[src/rtl/vram_pkg.sv]
// Shared text-VRAM constants, requester indices and arbiter state encoding.
package vram_pkg;
  localparam int VRAM_AW    = 11;
  localparam int VRAM_DW    = 8;
  localparam int REQ_CTRL   = 0;
  localparam int REQ_SCROLL = 1;
  localparam int REQ_CLEAR  = 2;

  typedef enum logic [1:0] {
    ST_IDLE = 2'd0,
    ST_OWN  = 2'd1,
    ST_TURN = 2'd2
  } arb_state_e;
endpackage

[src/rtl/arb_pick.sv]
// Combinational winner picker: fixed priority (lowest index) by default,
// round-robin after the last owner when VRAM_ARB_ROUND_ROBIN_EN is defined.
module arb_pick import vram_pkg::*; #(
  parameter int NREQ = 3,
  parameter int IW   = 2
) (
  input  logic [NREQ-1:0] req,
  input  logic [IW-1:0]   ptr,
  input  logic            ptr_vld,
  input  logic [NREQ-1:0] excl,
  output logic [NREQ-1:0] win,
  output logic [IW-1:0]   win_idx
);
  logic [NREQ-1:0] cand;

  // The exclude mask only applies when someone else is actually waiting.
  assign cand = ((req & ~excl) != '0) ? (req & ~excl) : req;

`ifdef VRAM_ARB_ROUND_ROBIN_EN
  // Reverse scan so the first hit in scan order (start, start+1, ...) wins.
  always_comb begin
    int start;
    int j;
    win     = '0;
    win_idx = '0;
    start   = ptr_vld ? int'(ptr) + 1 : 0;
    j       = 0;
    for (int i = NREQ - 1; i >= 0; i--) begin
      j = start + i;
      if (j >= NREQ) j = j - NREQ;
      if (cand[IW'(j)]) begin
        win            = '0;
        win[IW'(j)]    = 1'b1;
        win_idx        = IW'(j);
      end
    end
  end
`else
  logic unused_rr;
  assign unused_rr = ^{ptr, ptr_vld};

  always_comb begin
    win     = '0;
    win_idx = '0;
    for (int i = NREQ - 1; i >= 0; i--) begin
      if (cand[i]) begin
        win     = '0;
        win[i]  = 1'b1;
        win_idx = IW'(i);
      end
    end
  end
`endif
endmodule

[src/rtl/vram_arbiter.sv]
// Text-VRAM arbiter: registered one-hot grant, burst locking, MAX_BURST fairness turn.
// Arbitration policy selected by VRAM_ARB_ROUND_ROBIN_EN (undefined = fixed priority).
module vram_arbiter import vram_pkg::*; #(
  parameter int NREQ      = 3,
  parameter int AW        = VRAM_AW,
  parameter int DW        = VRAM_DW,
  parameter int MAX_BURST = 64
) (
  input  logic               i_clk,
  input  logic               i_rst,
  input  logic [NREQ-1:0]    i_req,
  input  logic [NREQ-1:0]    i_wre,
  input  logic [NREQ*AW-1:0] i_addr,
  input  logic [NREQ*DW-1:0] i_din,
  output logic [NREQ-1:0]    o_gnt,
  output logic [DW-1:0]      o_rdata,
  output logic [NREQ-1:0]    o_rvalid,
  output logic [AW-1:0]      o_vram_addr,
  output logic [DW-1:0]      o_vram_din,
  output logic               o_vram_ce,
  output logic               o_vram_wre,
  input  logic [DW-1:0]      i_vram_dout
);
  localparam int IW        = (NREQ > 1) ? $clog2(NREQ) : 1;
  localparam int CW        = $clog2(MAX_BURST + 1);
  localparam int RD_STAGES = 1;
  localparam logic [CW-1:0] BURST_LIM = CW'(MAX_BURST);

  arb_state_e      state_q, state_d;
  logic [NREQ-1:0] gnt_d, last_q, last_d, excl, win, acc, rd_acc;
  logic [CW-1:0]   cnt_q, cnt_d, cnt_inc;
  logic [IW-1:0]   ptr_q, ptr_d, win_idx;
  logic            ptr_vld_q, ptr_vld_d, others;
  logic [RD_STAGES-1:0][NREQ-1:0] tag_pipe;

  // Only cycles with both grant and request are real VRAM accesses.
  assign acc         = o_gnt & i_req;
  assign rd_acc      = acc & ~i_wre;
  assign o_vram_ce   = |acc;
  assign o_vram_wre  = |(acc & i_wre);
  assign o_rdata     = i_vram_dout;
  assign o_rvalid    = tag_pipe[RD_STAGES-1];
  assign others      = |(i_req & ~o_gnt);
  assign excl        = (state_q == ST_TURN) ? last_q : '0;
  assign cnt_inc     = (cnt_q == BURST_LIM) ? cnt_q : cnt_q + CW'(1);

  // AND-OR mux on the one-hot grant; no owner drives zeros.
  always_comb begin
    o_vram_addr = '0;
    o_vram_din  = '0;
    for (int k = 0; k < NREQ; k++) begin
      if (o_gnt[k]) begin
        o_vram_addr = o_vram_addr | i_addr[k*AW +: AW];
        o_vram_din  = o_vram_din  | i_din[k*DW +: DW];
      end
    end
  end

  arb_pick #(.NREQ(NREQ), .IW(IW)) u_pick (
    .req     (i_req),
    .ptr     (ptr_q),
    .ptr_vld (ptr_vld_q),
    .excl    (excl),
    .win     (win),
    .win_idx (win_idx)
  );

  always_comb begin
    state_d   = state_q;
    gnt_d     = o_gnt;
    cnt_d     = cnt_q;
    last_d    = last_q;
    ptr_d     = ptr_q;
    ptr_vld_d = ptr_vld_q;
    case (state_q)
      ST_IDLE, ST_TURN: begin
        if (|i_req) begin
          gnt_d     = win;
          last_d    = win;
          ptr_d     = win_idx;
          ptr_vld_d = 1'b1;
          cnt_d     = '0;
          state_d   = ST_OWN;
        end else begin
          gnt_d   = '0;
          state_d = ST_IDLE;
        end
      end
      ST_OWN: begin
        // A dropped request wins over a simultaneous burst-limit hit.
        if (!(|acc)) begin
          gnt_d   = '0;
          cnt_d   = '0;
          state_d = ST_IDLE;
        end else if (cnt_inc == BURST_LIM) begin
          cnt_d = '0;
          if (others) begin
            gnt_d   = '0;
            state_d = ST_TURN;
          end
        end else begin
          cnt_d = cnt_inc;
        end
      end
      default: begin
        gnt_d   = '0;
        cnt_d   = '0;
        state_d = ST_IDLE;
      end
    endcase
  end

  always_ff @(posedge i_clk or posedge i_rst) begin
    if (i_rst) begin
      state_q   <= ST_IDLE;
      o_gnt     <= '0;
      cnt_q     <= '0;
      last_q    <= '0;
      ptr_q     <= '0;
      ptr_vld_q <= 1'b0;
    end else begin
      state_q   <= state_d;
      o_gnt     <= gnt_d;
      cnt_q     <= cnt_d;
      last_q    <= last_d;
      ptr_q     <= ptr_d;
      ptr_vld_q <= ptr_vld_d;
    end
  end

  // Read tag travels with the VRAM read latency; reset drops in-flight tags.
  always_ff @(posedge i_clk or posedge i_rst) begin
    if (i_rst) begin
      tag_pipe <= '0;
    end else begin
      tag_pipe[0] <= rd_acc;
      for (int i = 1; i < RD_STAGES; i++) tag_pipe[i] <= tag_pipe[i-1];
    end
  end
endmodule

[config.mk]
export PLATFORM = sky130hd
export DESIGN_NAME = vram_arbiter
export DESIGN_NICKNAME = d
export VERILOG_FILES = /design/src/rtl/vram_pkg.sv /design/src/rtl/arb_pick.sv /design/src/rtl/vram_arbiter.sv
export SDC_FILE = /design/constraint.sdc
export NUM_CORES = 1
export LEC_CHECK = 0
export BUFFER_PORTS_ARGS = -buffer_cell sky130_fd_sc_hd__buf_2
export CORE_MARGIN = 3
export CORE_UTILIZATION = 30
export CTS_CLUSTER_DIAMETER = 40
export DETAILED_ROUTE_END_ITERATION = 8
export GPL_TIMING_DRIVEN = 0
export PLACE_DENSITY = 0.77
export SETUP_SLACK_MARGIN = 0.05
export SLEW_MARGIN = 30
export SYNTH_ARGS = -nofsm -noshare
export SYNTH_HDL_FRONTEND = slang
export SYNTH_SLANG_ARGS = --single-unit
[constraint.sdc]
create_clock -name i_clk -period 1.8 [get_ports i_clk]
set_clock_uncertainty 0.15 [all_clocks]
set_input_delay 0.18 -clock i_clk [delete_from_list [all_inputs] [get_ports i_clk]]
set_output_delay 0.18 -clock i_clk [all_outputs]
set_load 0.005 [all_outputs]
# == Word-level counts from Yosys, hierarchy flattened ==
# Cells that the tools add are included.
# classes
n_bitwise,12
mux,26
n_shift,0
n_addsub,1
multipliers,0
n_reduce_logical,9
eq_ne,7
order_cmp,0
n_div,0
# ops
operator,n
2-to-1 mux 11 bit,3
2-to-1 mux 7 bit,4
2-to-1 mux 3 bit,9
2-to-1 mux 8 bit,3
OR 11 bit,2
OR 8 bit,2
AND 3 bit,5
== test 7 bit (second input constant),2
case mux 7 bit (2 select lines),1
OR reduction 3 bit,4
NOT 3 bit,3
adder 7 x 1 -> 7 bit (second input constant),1
2-to-1 mux 2 bit,3
inequality test 3 bit (second input constant),2
case mux 3 bit (2 select lines),1
case mux 2 bit (2 select lines),1
AND reduction 2 bit,2
nonzero test 3 bit,1
== test 2 x 1 -> 1 bit (second input constant),1
== test 2 bit (second input constant),1
zero test 2 bit,1
inequality test 2 bit (second input constant),1
OR reduction 2 bit,1
2-to-1 mux 1 bit,1
# word_totals
output_inout_bits,35
mem_bits_ro,0
latch_bits,0
mem_bits_rw,0
inputBits,73
n_memories,0
regBits,18
elab_cells,60

# == Logic depth before layout (Yosys ltp) ==
# logic_depth
depth_word,11
depth_mapped,7
mapped_depth_nobuf,7

# == By module ==
# Synthesis repeated with hierarchy kept, for this count alone.
# hier_totals
cells_unflattened,184
hier_area_um2,1579.0
# modules_own_cells
mod,cells_each,area_per_inst_um2,seq_area_each_um2,instances
vram_arbiter,171,1500.2,525.5,1
arb_pick,13,78.8,0.0,1

# == Least setup slack after synthesis ==
# Ideal clock, no wire load.
# synth_timing
kind,reg2reg
start,reg cnt_q[0]
end,reg o_gnt[0]
slack_ns,-0.070
arrival_time_ns,1.581
period_less_slack_ns,1.870
stages_incl_launch_ff,7
cell_sequence,dfrtp_1 -> ha_1 -> nand3_2 -> nor3_1 -> o21bai_1 -> o31ai_4 -> o22ai_1
# synth_via
elab_chain_len,5
# synth_rtl
element,line_no,source
"start, declared",vram_arbiter.sv:31,"logic [CW-1:0] cnt_q, cnt_d, cnt_inc;"
"start signal, assigned",vram_arbiter.sv:124,cnt_q <= cnt_d;
adder 7 x 1 -> 7 bit / == test 7 bit (equally long branches),vram_arbiter.sv:45,assign cnt_inc = (cnt_q == BURST_LIM) ? cnt_q : cnt_q + CW'(1);
2-to-1 mux 7 bit *,vram_arbiter.sv:45,
== test 7 bit *,vram_arbiter.sv:95,end else if (cnt_inc == BURST_LIM) begin
inequality test 3 bit (no line) *,--,
AND reduction 2 bit (no line) *,--,
"end signal, assigned",vram_arbiter.sv:123,o_gnt <= gnt_d;
"end, declared",vram_arbiter.sv:15,"output logic [NREQ-1:0] o_gnt,"
# Every way passes the cells marked *; elsewhere a longest branch is shown, timed or not.
# A chain may end at the register's enable or synchronous reset.

# == Worst setup path in the final report ==
# Same ends and word-level chain as after synthesis.

==> reports/qor.yml <==
placement:
  dpl.hpwl_um: 3678
  dpl_cell_area_um2: 2066
  place.gp.congestion: 0.8495
  io_buffer_count: 96
critical_path:
  critPathMaxFanout: 5
  cp-end-kind: "flop"
  required_ps: 1760
  start_kind: "flop"
  reg2reg_depth: 7
  arrival_ps: 1860
  path_class: "reg2reg"
grt:
  grt_pass1_vias: 1709
  top_usage_layer: "met2"
  grtUsageTotal_pct: 15.60
  overflow: 0
  grt_use_met2_pct: 29.26
  grt_pass1_wl_um: 7652
  grt_max_degree: 19
  antenna_found_initial: 0
  grtUsageMet1_pct: 16.90
  met3_usage_pct: 4.019
clock_tree:
  clock_path_buffers: 2
  cts.sinks: 18
  clock-root-buffer: "clkbuf_8"
  tritoncts: "built"
  htree_levels: 1
  numCtsBuffers: 3
  clk_latency_ps: 250
  clkTransAtPathRegs_ps: 70
sta:
  fin_crit_ps: 1895
  rsz0062_at_grt: "yes"
  setup_violations: 4
  finalCritPeriodShare_pct: 105.3
  slew-limit-headroom_pct: 56.61
  fmax_mhz: 527.6
  hold_viol_final: 0
  whs_ps: 25.66
  slew_viol_final: 0
  worst_slew_pin_slew_ps: 650.2
  worst_slack_ps: -95.26
layout:
  fill_cells: 443
  design_area_um2: 2326
  fin_util_pct: 50.96
  layout_common_cells: "buf_2 (98), inv_1 (27), a222oi_1 (21)"
  syn_to_final_growth_pct: 57.28
  nets: 359
  drive_gt1_share_pct: 56.18
  layout_commonest_cell: "buf_2"
  antenna_cells: 0
floorplanning:
  die_h_um: 76.21
  rows: 24
  initial_core_util_pct: 32.40
  die_w_um: 76.21
  coreArea_um2: 4564
  die-area_um2: 5808
  num_io_pins: 108
detailed_routing:
  num_vias: 1777
  routed_wl_um: 4843
  detail_route.wl_per_cell_um: 13.92
  vias_per_cell: 5.106
  firstDrtPassIters: 8
  drt-initial-drc-count: 210
  drc: 0
  postRouteAntennaNets: 0
yosys:
  ys_seq_area_share_pct: 30.46
  syn-num-nets: 247
  yosys.cell_types.count: 45
  ys_warn_count: 0
  syn-cell-area_um2: 1479
  syn_avg_cell_area_um2: 8.598
  synthCells: 172
  synth_seq_cells: 18
run:
  maxCapViolations: 0
power_and_ir_drop:
  p_leak_nw: 1.251
  power_density_nw_per_um2: 887.1
  ir_drop_uv: 300.4
worst_hold_path:
  min_path_cells: 3
  hp-class: "in2reg"
outcome:
  failed_checks: "negative setup slack"
  outcome: "finished, violations left"
==> synth_stat cells, drive strengths merged <==
master | count | area (µm²)
nor3 | 7 | 35.03
inv | 30 | 112.6
o31ai | 1 | 21.27
nand4 | 1 | 6.260
a31o | 1 | 8.760
a21o | 1 | 7.510
or3b | 1 | 8.760
or3 | 1 | 6.260
a21oi | 4 | 23.77
buf | 15 | 121.4
nand3 | 7 | 40.04
and3b | 1 | 8.760
dfrtp | 18 | 450.4
xor2 | 1 | 8.760
ha | 2 | 25.02
nor2 | 6 | 30.03
nor4 | 3 | 31.28
a22o | 1 | 8.760
o22ai | 1 | 6.260
o21ai | 10 | 57.55
o221ai | 1 | 8.760
o211ai | 2 | 15.01
o31a | 1 | 8.760
nand4bb | 1 | 27.53
nand3b | 1 | 7.510
and3 | 1 | 6.260
o21a | 1 | 7.510
nand2 | 15 | 56.30
o21bai | 2 | 18.77
a222oi | 21 | 210.2
nor3b | 1 | 7.510
a31oi | 1 | 21.27
nor2b | 3 | 18.77
or2 | 1 | 6.260
clkbuf | 6 | 22.52
xnor2 | 2 | 17.52
==> stage by stage <==
stage,TNS [ps],setup WS [ps],power (mW),std cells
2_1_floorplan,0,37.43,1.153,172
3_3_place_gp,-589.9,-101.5,1.491,333
3_5_place_dp,-1041,-148.2,1.515,333
4_1_cts,-265.9,-84.60,2.020,348
5_1_grt,-989.6,-172.4,2.211,348
6_report,-153.4,-95.26,2.063,348
==> where the power goes <==
| part | leakage (nW) | switching, mW | internal, mW |
|---|---|---|---|
| clock | 0.0288 | 0.141 | 0.194 |
| sequential | 0.236 | 0.103 | 0.480 |
| combinational | 0.987 | 0.538 | 0.608 |
| total | 1.25 | 0.782 | 1.28 |
==> cell type report <==
type | instances | area, µm² | share of cell area (%)
multi-input combinational | 103 | 859.6 | 36.96
timing repair buffer | 108 | 584.3 | 25.12
inverter | 30 | 112.6 | 4.841
sequential | 18 | 455.4 | 19.58
clock buffer | 4 | 55.05 | 2.367
tap | 65 | 81.33 | 3.497
buffer | 20 | 177.7 | 7.639
==> logic make-up after synthesis <==
family                     synth area share [%]
buffers and inverters                     17.34
adders and majority gates                 1.692
xor gates and xnor gates                  1.777
AOI/OAI and AO/OA                         28.68
DFF                                       30.46
and+or+nand+nor                           20.05
==> worst max-delay path, stage by stage, from the launching register on <==
cell       delay [ps]
dfrtp_2           450
inv_2              80
ha_4              140
nand4bb_4         130
nor4_4            210
a31oi_4            80
o31ai_4           330
o22ai_1           170
==> layer usage <==
| layer | part of all wire (%) | wire length (µm) |
|---|---|---|
| met2 | 53 | 2575 |
| met4 | 1.5 | 71 |
| met3 | 9.5 | 458 |
| met5 | 0 | 0 |
| met1 | 36 | 1737 |
==> worst paths after layout <==
path / from / endpoint / slack (ps)
setup / recovery: cnt_q[0] / o_gnt[0] / -100
hold / removal: i_req[1] / o_rvalid[1] / 30
setup reg to reg: cnt_q[0] / o_gnt[0] / -100
hold reg to reg: last_q[2] / last_q[2] / 360
max in group asynchronous: i_rst / cnt_q[0] / 620
min in group asynchronous: i_rst / cnt_q[4] / 420
==> sequential cells by signal, summed over array words and instances, names as in the netlist <==
signal,cells
state_q,2
o_rvalid,3
cnt_q,7
o_gnt,3
last_q,3
==> what timing repair did <==
item | 4_1_cts | 5_1_grt
hold endpoints to repair | 21 | 0
pin swaps | 13 | 7
endpoints found under the setup margin | 31 | 32
buffers inserted | 7 | 1
gates resized for setup | 22 | 14
hold buffers | 4 | 0
Note: power is estimated with default switching activity, not from simulation.
